$ cat config.mk
export PLATFORM = sky130hd
export DESIGN_NAME = conway_frame_reader
export DESIGN_NICKNAME = d
export VERILOG_FILES = /design/src/rtl/conway_pkg.sv /design/src/rtl/conway_frame_reader.sv
export SDC_FILE = /design/constraint.sdc
export NUM_CORES = 1
export LEC_CHECK = 0
export BUFFER_PORTS_ARGS = -buffer_cell sky130_fd_sc_hd__buf_2
export CORE_AREA = 2 2 90 92
export DETAILED_ROUTE_END_ITERATION = 10
export DIE_AREA = 0 0 92 94
export HOLD_SLACK_MARGIN = 0.15
export PLACE_DENSITY = 0.75
export SLEW_MARGIN = 40
export SYNTH_ARGS = -nofsm -noshare
export SYNTH_HDL_FRONTEND = slang
export SYNTH_SLANG_ARGS = --single-unit
export TNS_END_PERCENT = 10
$ cat constraint.sdc
create_clock -name i_clk -period 2.2 [get_ports i_clk]
set_input_delay 0.33 -clock i_clk [delete_from_list [all_inputs] [get_ports i_clk]]
set_output_delay 0.33 -clock i_clk [all_outputs]
set_load 0.02 [all_outputs]
$ cat src/rtl/conway_pkg.sv
// Shared Game of Life definitions: frame reader FSM states and board index mapping.
// Cell (r,c) lives at flat bit r*COLS+c. The board and the reader both use these
// helpers, so the two sides always agree on the layout.
package conway_pkg;

    // Frame reader sequencing states
    typedef enum logic [2:0] {
        IDLE,
        CAPTURE,
        SEND,
        STEP,
        SETTLE
    } reader_state_t;

    // Flat bit index of cell (r,c) on a board that is cols cells wide
    function automatic int cell_index(input int r, input int c, input int cols);
        return r * cols + c;
    endfunction

    // Flat bit index of the first cell of row r
    function automatic int row_base(input int r, input int cols);
        return cell_index(r, 0, cols);
    endfunction

endpackage

$ cat src/rtl/conway_frame_reader.sv
// Snapshots the Game of Life board and streams it out one row per beat, then paces generation steps.
// Latency: ena seen in IDLE -> first row_valid 2 cycles later; ROWS beats per frame with ready held high.
// Backpressure: row beats hold stable while row_ready is low; a generation step only follows a completed frame.
module conway_frame_reader
    import conway_pkg::*;
#(
    parameter int ROWS           = 8,
    parameter int COLS           = 8,
    parameter int FRAMES_PER_GEN = 2
) (
    input  logic                     i_clk,
    input  logic                     i_rst,
    input  logic                     i_ena,
    input  logic [ROWS*COLS-1:0]     i_board,
    output logic [COLS-1:0]          o_row_data,
    output logic [$clog2(ROWS)-1:0]  o_row_idx,
    output logic                     o_row_valid,
    input  logic                     i_row_ready,
    output logic                     o_frame_done,
    output logic                     o_step
);

    localparam int RW = $clog2(ROWS);
    localparam int FW = (FRAMES_PER_GEN > 1) ? $clog2(FRAMES_PER_GEN) : 1;
    localparam int BW = $clog2(ROWS * COLS);

    localparam logic [RW-1:0] LAST_ROW   = RW'(ROWS - 1);
    localparam logic [FW-1:0] LAST_FRAME = FW'(FRAMES_PER_GEN - 1);

    reader_state_t          r_state;
    logic [ROWS*COLS-1:0]   r_shadow;
    logic [RW-1:0]          r_row_cnt;
    logic [FW-1:0]          r_frame_cnt;
    logic [COLS-1:0]        r_row_data;
    logic [RW-1:0]          r_row_idx;
    logic                   r_row_valid;
    logic                   r_frame_done;
    logic                   r_step;

    logic [RW-1:0]          w_next_row;
    logic [BW-1:0]          w_next_base;
    logic                   w_xfer;

    assign w_next_row = r_row_cnt + RW'(1);
    assign w_xfer     = r_row_valid & i_row_ready;

    // Bit offset of the row that follows the one currently presented
    always_comb begin
        w_next_base = BW'(row_base(int'(w_next_row), COLS));
    end

    // Reader FSM: capture, row streaming, frame counting and step pacing, all outputs registered
    always_ff @(posedge i_clk or negedge i_rst) begin
        if (!i_rst) begin
            r_state      <= IDLE;
            r_shadow     <= '0;
            r_row_cnt    <= '0;
            r_frame_cnt  <= '0;
            r_row_data   <= '0;
            r_row_idx    <= '0;
            r_row_valid  <= 1'b0;
            r_frame_done <= 1'b0;
            r_step       <= 1'b0;
        end else begin
            r_frame_done <= 1'b0;
            r_step       <= 1'b0;
            case (r_state)
                IDLE: begin
                    if (i_ena) begin
                        r_state <= CAPTURE;
                    end
                end
                CAPTURE: begin
                    // Row 0 comes straight from the board since the shadow loads on this same edge
                    r_shadow    <= i_board;
                    r_row_cnt   <= '0;
                    r_row_idx   <= '0;
                    r_row_data  <= i_board[COLS-1:0];
                    r_row_valid <= 1'b1;
                    r_state     <= SEND;
                end
                SEND: begin
                    if (w_xfer) begin
                        if (r_row_cnt != LAST_ROW) begin
                            r_row_cnt  <= w_next_row;
                            r_row_idx  <= w_next_row;
                            r_row_data <= r_shadow[w_next_base +: COLS];
                        end else begin
                            r_row_valid  <= 1'b0;
                            r_row_idx    <= '0;
                            r_row_data   <= '0;
                            r_row_cnt    <= '0;
                            r_frame_done <= 1'b1;
                            if (r_frame_cnt == LAST_FRAME) begin
                                r_frame_cnt <= '0;
                                r_state     <= STEP;
                            end else begin
                                r_frame_cnt <= r_frame_cnt + FW'(1);
                                r_state     <= IDLE;
                            end
                        end
                    end
                end
                STEP: begin
                    // Registered, so the pulse lands one cycle after frame_done
                    r_step  <= 1'b1;
                    r_state <= SETTLE;
                end
                SETTLE: begin
                    // Gives the cells a cycle to present their new generation on the board
                    r_state <= IDLE;
                end
                default: begin
                    r_state <= IDLE;
                end
            endcase
        end
    end

    assign o_row_data   = r_row_data;
    assign o_row_idx    = r_row_idx;
    assign o_row_valid  = r_row_valid;
    assign o_frame_done = r_frame_done;
    assign o_step       = r_step;

endmodule

[After elaboration in Yosys (flattened, before gate mapping)]
Cells that the tools add are included.
Word-level totals
  output and inout bits: 14
  input bits: 68
  bits in registers: 82
Cells by class
  multiplexer cells: 19
  equal/unequal tests: 7
  reductions and logical operators: 6
  $add $sub $neg: 2
  bitwise operators: 2
  shift operators: 1
Operators by type and width (number)
  64-bit by 7-bit variable part select with 8-bit output: 1
  8-bit 2-to-1 mux: 2
  8-bit one-hot mux with 2 select lines: 1
  3-bit 2-to-1 mux: 5
  3-bit one-hot mux with 4 select lines: 1
  3-bit AND reduction: 3
  1-bit 2-to-1 mux: 7
  3-bit by 2-bit == test with 1-bit output (second input constant): 2
  2-bit inequality test (second input constant): 3
  3-bit one-hot mux with 2 select lines: 1
  3-bit by 1-bit adder with 3-bit output (second input constant): 1
  3-bit by 1-bit == test with 1-bit output (second input constant): 1
  3-bit zero test: 1
  3-bit inequality test (second input constant): 1
  2-bit 2-to-1 mux: 1
  1-bit one-hot mux with 2 select lines: 1
  2-bit AND reduction: 1
  2-bit nonzero test: 1
  1-bit adder (second input constant): 1
  1-bit AND: 1
  1-bit inverter: 1

[Logic depth before layout (Yosys ltp)]
Gate-level depths: netlist of run 1.
  depth in word-level cells: 5
  gate-level depth with buffers: 8
  gate-level depth less buffers: 6

[Worst setup path before layout of run 1]
No wires, ideal clock.
  path kind: reg-to-reg
  from: reg, netlist name o_row_idx[0]
  to: reg r_row_data[0] (netlist: o_row_data[0])
  slack: -0.121 ns
  period minus slack after synthesis: 2.321 ns
  cell stages (with the launch flop): 9
  arrival: 2.196 ns
  path buffers: 2
  setup time: 0.126 ns
  data required time: 2.074 ns
  cell sequence: dfrtp_1 -> ha_1 -> ha_1 -> clkbuf_1 -> buf_2 -> mux4_2 -> mux2_2 -> a22oi_1 -> a21oi_1
RTL lines
  end signal: assignment: line conway_frame_reader.sv:78  | r_row_data <= i_board[COLS-1:0];
  end signal: assignment: line conway_frame_reader.sv:87  | r_row_data <= r_shadow[w_next_base +: COLS];
  end: declaration: line conway_frame_reader.sv:34  | logic [COLS-1:0] r_row_data;

==> metrics.md, run 1 <==
| Metric | Value |
|---|---|
| Status | `completed` |
| Detailed Place HPWL | `5.57 mm` |
| Via density per instance | `5.41` |
| GR Util All Layers | `19.3%` |
| Count of mapped cells out of synthesis | `240` |
| DRT Wirelength | `7.72 mm` |
| Number of post-CTS setup repair buffers | `0` |
| Clock period minus final worst setup slack | `about 2100 ps` |
| WP data arrival | `2340 ps` |
| Layout Utilization | `around 58%` |
| Wire length of the first global-routing pass | `~13 mm` |
| Worst stage delay on the critical path | `410 ps` |
| Number of remaining DRC errors | `0` |
| H-tree levels | `3` |
| ANT cells | `0` |
| Slowest CP cell | `dfrtp_1` |
| Crit share post-route | `95.2%` |
| Busiest layer in global routing | `met2` |
| Routing usage on met2 | `roughly 30%` |
| Routability congestion estimate from global placement | `slightly above 0.8` |
| Fraction of post-synthesis cell area in the top cell type by area | `55.9%` |
| Pin count of the biggest net entering global routing | `60` |
| Net Count, Synth | `310` |
| Clock Sinks | `82` |
| Required arrival time at the worst endpoint | `around 2400 ps` |
| Total iterations of the first detailed-routing run | `4` |
| Synth-to-layout area growth | `21.3%` |
| Die Y | `94 microns` |
| Residual overflow from global routing | `0` |
| Average wire per standard cell | `17.8 microns` |
| Top-level I/O count | `82` |
| Number of synthesized register bits | `between 80 and 90` |
| Clock latency reported for the late side of the worst-skew pair | `about 360 ps` |
| Type of the worst setup path | `flop to flop` |
| Initial core utilization | `48.2%` |
| Vias in the first global route | `2454` |
| Setup tns final | `0 ps` |
| Final setup violation count | `0` |
| CTS tree | `built` |
| Layout Skew | `13.7 ps` |
| Headroom to the max-slew limit | `67.8%` |
| Fmax | `0.477 GHz` |
| CTS clk-pin slew, worst paths | `100 ps` |
| Worst VDD drop | `about 0.62 mV` |
| Leakage power figure | `1.97 nW` |
| Total count of max-transition violations in the final report | `0` |
| Die Width | `92 microns` |
| Number of nets in the layout | `a little under 400` |
| Critical path buffers and inverters | `1` |
| Initial antenna violation count | `0` |
| RSZ-0062 raised after global routing | `no` |
| Portion of the post-synthesis area used by sequential elements | `55.9%` |
| Post-Synthesis Cell Area | `about 0.0037 sq mm` |
| Total power per unit cell area | `between 1000 and 1500 mW/mm^2` |
| Standard cell core area | `0.00761 sq mm` |
| Kind of capture point of the worst setup path | `flop` |
| Gate family responsible for the most delay along the worst path | `multiplexers` |
| Number of vias in the routed layout | `2353` |
| Netlist cell types | `26` |
| Kind of path behind the tightest hold check | `input port to flop` |
| Starting DRT DRC Count | `134` |
| Biggest area contributors in the synthesized netlist | `dfrtp_1 (56%), mux2_2 (22%), mux4_1 (6.4%), mux4_2 (4.3%), a22oi_1 (1.4%)` |
| Share of layout cells above drive strength 1 | `between 50% and 60%` |
| Syn. warnings | `0` |
| Area enclosed by the die boundary | `roughly 0.0086 sq mm` |
| Bufs on Longest Clock Path | `2` |
| Worst hold margin | `196 ps` |
| Row Count | `32` |
| Met1 Resource Use GR | `25.7%` |
| CTS root buf | `clkbuf_8` |
| Met3 routing resource usage after global routing | `5.86%` |
| Clock buffers created by TritonCTS | `9` |
| Fin. Hold Viols | `0` |
| List of cells traversed by the critical path | `ha_1 > ha_4 > buf_4 > mux4_1 > mux2_2 > a22oi_1 > a21oi_1` |
| Number of nets with antenna violations after detailed routing | `0` |
| Transition time of the tightest slew-check pin | `482 ps` |
| Syn_area_per_cell | `15.3 sq um` |
| Maximum net fanout on the critical path | `3` |
| # port buffers | `81` |
| Number of max-capacitance violations reported | `0` |
| Kind of start point of the critical path | `flop` |
| Post-synth top area cell | `dfrtp_1` |
-- metal layers --
| layer | vias to the layer above | wire length (microns) | part of all wire [%] |
|---|---|---|---|
| met4 | 0 | 185 | 2.4 |
| met2 | 84 | 3540 | 46 |
| met5 | - | 0 | 0 |
| li1 | 1071 | - | - |
| met1 | 1181 | 3490 | 45 |
| met3 | 17 | 509 | 6.6 |
-- area by class of cell --
class	instances	area, sq um
clock inverters	7	77.6
clock buffers	9	124
inverters	3	11.3
fillers	642	3160
multi-input cells	140	1540
well taps	102	128
flip-flops and latches	82	2050
repair buffers	92	518
-- layout by cell type, fill, tap and decap left out, drive strengths merged, types with 2 or more instances in the layout --
master  synthesis  final
buf            11     91
mux4           16     16
clkinv          0      4
nor2           14     14
mux2           73     73
a21oi          10     10
dfrtp          82     82
nand2           3      3
o21ai           4      4
clkbuf          4      9
ha              2      2
nor3b           2      2
a22oi           8      8
inv             3      4
nand3           2      2
-- registers in the layout, summed over array words and instances (netlist names) --
register      cells
o_step            1
o_row_data        8
o_frame_done      1
r_state           3
r_frame_cnt       1
o_row_idx         3
r_shadow         64
o_row_valid       1
-- repair_timing --
action	CTS	global route
hold buffers	1	0
endpoints found under the setup margin	0	4
hold endpoints to repair	23	0
gates resized for setup	0	1
-- through the flow --
stage / worst slack (ps) / std cells / power [mW] / cell area (sq um)
floorplan: 30.5 / 240 / 4.58 / 3670
global placement: 202 / 418 / 5.18 / 4230
detailed placement: 64.0 / 418 / 5.30 / 4230
CTS: 36.9 / 435 / 6.42 / 4440
global route: 71.0 / 435 / 6.78 / 4450
finish: 105 / 435 / 6.38 / 4450
-- power breakdown --
group          total [mW]  switching [mW]  internal, mW
clock                1.10           0.571         0.532
combinational        2.61            1.12          1.49
sequential           2.66           0.412          2.25
total                6.38            2.10          4.28
-- final timing paths --
kind | endpoint | cells past startpoint | slack [ps] | from
setup / recovery | o_row_data[2]$_DFFE_PN0P_ | 7 | 100 | o_row_idx[1]$_DFFE_PN0P_
hold / removal | r_shadow[34]$_DFFE_PN0N_ | 2 | 200 | i_board[34]
setup reg to reg | o_row_data[2]$_DFFE_PN0P_ | 7 | 100 | o_row_idx[1]$_DFFE_PN0P_
hold reg to reg | r_shadow[8]$_DFFE_PN0N_ | 1 | 500 | r_shadow[8]$_DFFE_PN0N_
max in group asynchronous | r_shadow[15]$_DFFE_PN0N_ | 3 | 1170 | i_rst
min in group asynchronous | r_shadow[25]$_DFFE_PN0N_ | 2 | 430 | i_rst
-- synthesized netlist by cell type (all sizes together) --
cell type and n:
mux2 73, a21oi 10, or3b 1, inv 3, xor2 1, o21ai 4
a22oi 8, nor3b 2, nand3 2, nor3 1, mux4 16, nor2 14
dfrtp 82, clkbuf 4, o22ai 1, ha 2, nand2b 1, nand2 3
buf 11, mux2i 1
-- worst register-to-register path: stages (launching register included) --
cell     delay [ps]
dfrtp_1         410
ha_1            230
ha_4            310
buf_4           130
mux4_1          320
mux2_2          300
a22oi_1         190
a21oi_1          90
-- cell families after synthesis --
family | Yosys count | share of synthesized area, %
multiplexers | 90 | 33.4
flip-flops | 82 | 55.9
AND/OR/NAND/NOR | 24 | 3.04
AO/OA/AOI/OAI | 23 | 3.85
buffers and inverters | 18 | 2.83
adder cells (fa/ha/maj) | 2 | 0.682
XOR/XNOR | 1 | 0.239
Note: power is estimated with default switching activity, not from simulation.
==> run 2, diff against run 1 <==
--- a/config.mk
+++ b/config.mk
@@ -6,12 +6,13 @@
 export NUM_CORES = 1
 export LEC_CHECK = 0
 export BUFFER_PORTS_ARGS = -buffer_cell sky130_fd_sc_hd__buf_2
-export CORE_AREA = 2 2 90 92
+export CORE_AREA = 2 2 89 91
+export CTS_BUF_LIST = sky130_fd_sc_hd__clkbuf_4 sky130_fd_sc_hd__clkbuf_8
 export DETAILED_ROUTE_END_ITERATION = 10
-export DIE_AREA = 0 0 92 94
+export DIE_AREA = 0 0 91 93
 export HOLD_SLACK_MARGIN = 0.15
-export PLACE_DENSITY = 0.75
-export SLEW_MARGIN = 40
+export MAX_ROUTING_LAYER = met4
+export PLACE_DENSITY = 0.76
 export SYNTH_ARGS = -nofsm -noshare
 export SYNTH_HDL_FRONTEND = slang
 export SYNTH_SLANG_ARGS = --single-unit
==> metrics.md, run 2 (synthesis results as in run 1) <==
| Metric | Value |
|---|---|
| Status | `completed (unchanged)` |
| Average wire per standard cell | `16.8 microns (was 17.8 microns)` |
| Kind of path behind the tightest hold check | `input port to flop (unchanged)` |
| Worst R2R End | `o_row_data[7]$_DFFE_PN0P_ (was o_row_data[2]$_DFFE_PN0P_)` |
| Clock latency reported for the late side of the worst-skew pair | `350 ps (was 360 ps)` |
| Sequential fraction of design power | `42.3% (was 41.7%)` |
| Number of nets in the layout | `397 (was 398)` |
| Number of remaining DRC errors | `0 (unchanged)` |
| CTS root buf | `clkbuf_8 (unchanged)` |
| Power share of the combinational group | `40.3% (was 41.0%)` |
| Leading cell type in the layout, fill and taps excluded | `dfrtp_1 (unchanged)` |
| Cell internal pwr | `4.32 mW (was 4.28 mW)` |
| Share of total power in the clock network | `17.4% (was 17.3%)` |
| Total met3 wirelength after detailed routing | `364 microns (was 509 microns)` |
| Uppermost signal routing layer after detailed routing | `met4 (unchanged)` |
| Number of cells upsized or downsized after cts | `0 (unchanged)` |
| Top library cells by usage in the layout, fill and taps aside | `dfrtp_1 (82), buf_2 (80), mux2_2 (73) (unchanged)` |
| Post-Layout Cell Count | `434 (was 435)` |
| Area enclosed by the die boundary | `0.00846 sq mm (was 0.00865 sq mm)` |
| Placed cells | `417 (was 418)` |
| Die Y | `93 microns (was 94 microns)` |
| Hold depth | `2 (unchanged)` |
| Worst VDD drop | `0.510 mV (was 0.616 mV)` |
| Total count of max-transition violations in the final report | `0 (unchanged)` |
| Synth-to-layout area growth | `20.8% (was 21.3%)` |
| M1 WL | `3.47 mm (was 3.49 mm)` |
| Origin of the critical flop-to-flop path | `o_row_idx[1]$_DFFE_PN0P_ (unchanged)` |
| Placed Area | `0.00422 sq mm (was 0.00423 sq mm)` |
| Amount of wire on met2 after detailed routing | `3.32 mm (was 3.54 mm)` |
| H-tree levels | `3 (unchanged)` |
| Crit share post-route | `93.0% (was 95.2%)` |
| Leakage power figure | `1.98 nW (was 1.97 nW)` |
| ANT cells | `0 (unchanged)` |
| Reg2reg setup slack | `150 ps (was 100 ps)` |
| Transition time of the tightest slew-check pin | `497 ps (was 482 ps)` |
| Area taken by flip-flops and latches | `0.00205 sq mm (unchanged)` |
| Hold-fix buffers at CTS | `1 (unchanged)` |
| Fin. Hold Viols | `0 (unchanged)` |
| Vias in the first global route | `2292 (was 2454)` |
| Worst setup timing slack at the placement stage | `167 ps (was 64.0 ps)` |
| Pin count of the biggest net entering global routing | `52 (was 60)` |
| Required arrival time at the worst endpoint | `2440 ps (about the same)` |
| # port buffers | `81 (unchanged)` |
| Top register by number of flip-flops | `r_shadow (unchanged)` |
| Overall power consumption | `6.34 mW (was 6.38 mW)` |
| Headroom to the max-slew limit | `66.8% (was 67.8%)` |
| Final setup violation count | `0 (unchanged)` |
| Type of the worst setup path | `flop to flop (unchanged)` |
| Setup tns final | `0 ps (unchanged)` |
| Clock period minus final worst setup slack | `2050 ps (was 2100 ps)` |
| CTS tree | `built (unchanged)` |
| RSZ-0062 raised after global routing | `no (unchanged)` |
| Kind of start point of the critical path | `flop (unchanged)` |
| Fmax | `0.489 GHz (was 0.477 GHz)` |
| Kind of capture point of the worst setup path | `flop (unchanged)` |
| Clock Sinks | `82 (unchanged)` |
| Top-level I/O count | `82 (unchanged)` |
| WP data arrival | `2280 ps (was 2340 ps)` |
| Max reg flops | `64 (unchanged)` |
| Die Width | `91 microns (was 92 microns)` |
| Switching pwr | `2.02 mW (was 2.10 mW)` |
| FF-to-FF path depth | `7 (unchanged)` |
| Footprint of the multi-input gates | `0.00153 sq mm (was 0.00154 sq mm)` |
| Number of post-CTS setup repair buffers | `0 (unchanged)` |
| DRT Wirelength | `7.29 mm (was 7.72 mm)` |
| Standard cell core area | `0.00753 sq mm (was 0.00761 sq mm)` |
| Initial core utilization | `48.7% (was 48.2%)` |
| Detailed Place HPWL | `5.31 mm (was 5.57 mm)` |
| Via density per instance | `5.43 (was 5.41)` |
| Share of layout cells above drive strength 1 | `57.2% (was 57.7%)` |
| Row Count | `32 (unchanged)` |
| Final standard cell area without fillers | `0.00443 sq mm (was 0.00445 sq mm)` |
| GR Util All Layers | `19.1% (was 19.3%)` |
| Bufs on Longest Clock Path | `2 (unchanged)` |
| Number of nets with antenna violations after detailed routing | `0 (unchanged)` |
| Maximum net fanout on the critical path | `8 (was 3)` |
| Number of vias in the routed layout | `2357 (was 2353)` |
| Wire length of the first global-routing pass | `11.9 mm (was 12.6 mm)` |
| Worst hold margin | `205 ps (was 196 ps)` |
| # fillers | `643 (was 642)` |
| Hold wc startpoint | `i_board[36] (was i_board[34])` |
| Clock buffers created by TritonCTS | `9 (unchanged)` |
| Residual overflow from global routing | `0 (unchanged)` |
| Switching Share | `31.9% (was 32.9%)` |
| Total iterations of the first detailed-routing run | `4 (unchanged)` |
| Layout Utilization | `58.9% (was 58.5%)` |
| Post-route setup slack | `154 ps (was 105 ps)` |
| End point of the worst hold path | `r_shadow[36]$_DFFE_PN0N_ (was r_shadow[34]$_DFFE_PN0N_)` |
| Initial antenna violation count | `0 (unchanged)` |
| Starting DRT DRC Count | `122 (was 134)` |
| Layout Skew | `6.89 ps (was 13.7 ps)` |
| Total power per unit cell area | `1430 mW/mm^2 (about the same)` |
| CTS clk-pin slew, worst paths | `80 ps (was 100 ps)` |
| Number of max-capacitance violations reported | `0 (unchanged)` |
| Routability congestion estimate from global placement | `0.780 (was 0.818)` |
[run 2: how the worst max path moves through the flow]
stage	startpoint	end	slack, ps	depth (start not counted)
after floorplan	o_row_idx[0]$_DFFE_PN0P_	o_row_data[0]$_DFFE_PN0P_	30	8
after global placement	o_row_idx[0]$_DFFE_PN0P_	o_row_data[7]$_DFFE_PN0P_	230	7
after detailed placement	o_row_idx[1]$_DFFE_PN0P_	o_row_data[7]$_DFFE_PN0P_	170	7
after CTS	o_row_idx[1]$_DFFE_PN0P_	o_row_data[7]$_DFFE_PN0P_	150	7
after global routing	o_row_idx[1]$_DFFE_PN0P_	o_row_data[7]$_DFFE_PN0P_	60	7
final	o_row_idx[1]$_DFFE_PN0P_	o_row_data[7]$_DFFE_PN0P_	150	7
[run 2: critical path, cell delays in order, from the launching register on]
cell	delay, ps
dfrtp_1	400
ha_1	190
ha_1	290
buf_4	170
mux4_2	340
mux2_2	290
a22oi_1	170
a21oi_1	90
[run 2: power by group through the flow]
| stage | sequential (mW) | clock, mW | combinational [mW] |
|---|---|---|---|
| after floorplan | 2.64 | 0 | 1.94 |
| after global placement | 2.70 | 0 | 2.49 |
| after detailed placement | 2.72 | 0 | 2.57 |
| after CTS | 2.68 | 1.13 | 2.59 |
| after global routing | 2.77 | 1.19 | 2.78 |
| final | 2.69 | 1.10 | 2.55 |
[run 2: layout make-up]
cell class	count	share of cell area, %
multi-input cells	140	34.4
clock buffers	11	3.42
well taps	102	2.88
inverters	3	0.254
repair buffers	91	11.5
clock inverters	5	1.19
flip-flops and latches	82	46.3
[run 2: routing by layer]
layer | GRT usage (%) | vias up
met5 | - | -
met2 | 26.4 | 69
met3 | 3.63 | 11
li1 | - | 1073
met4 | 9.22 | 0
met1 | 27.4 | 1204
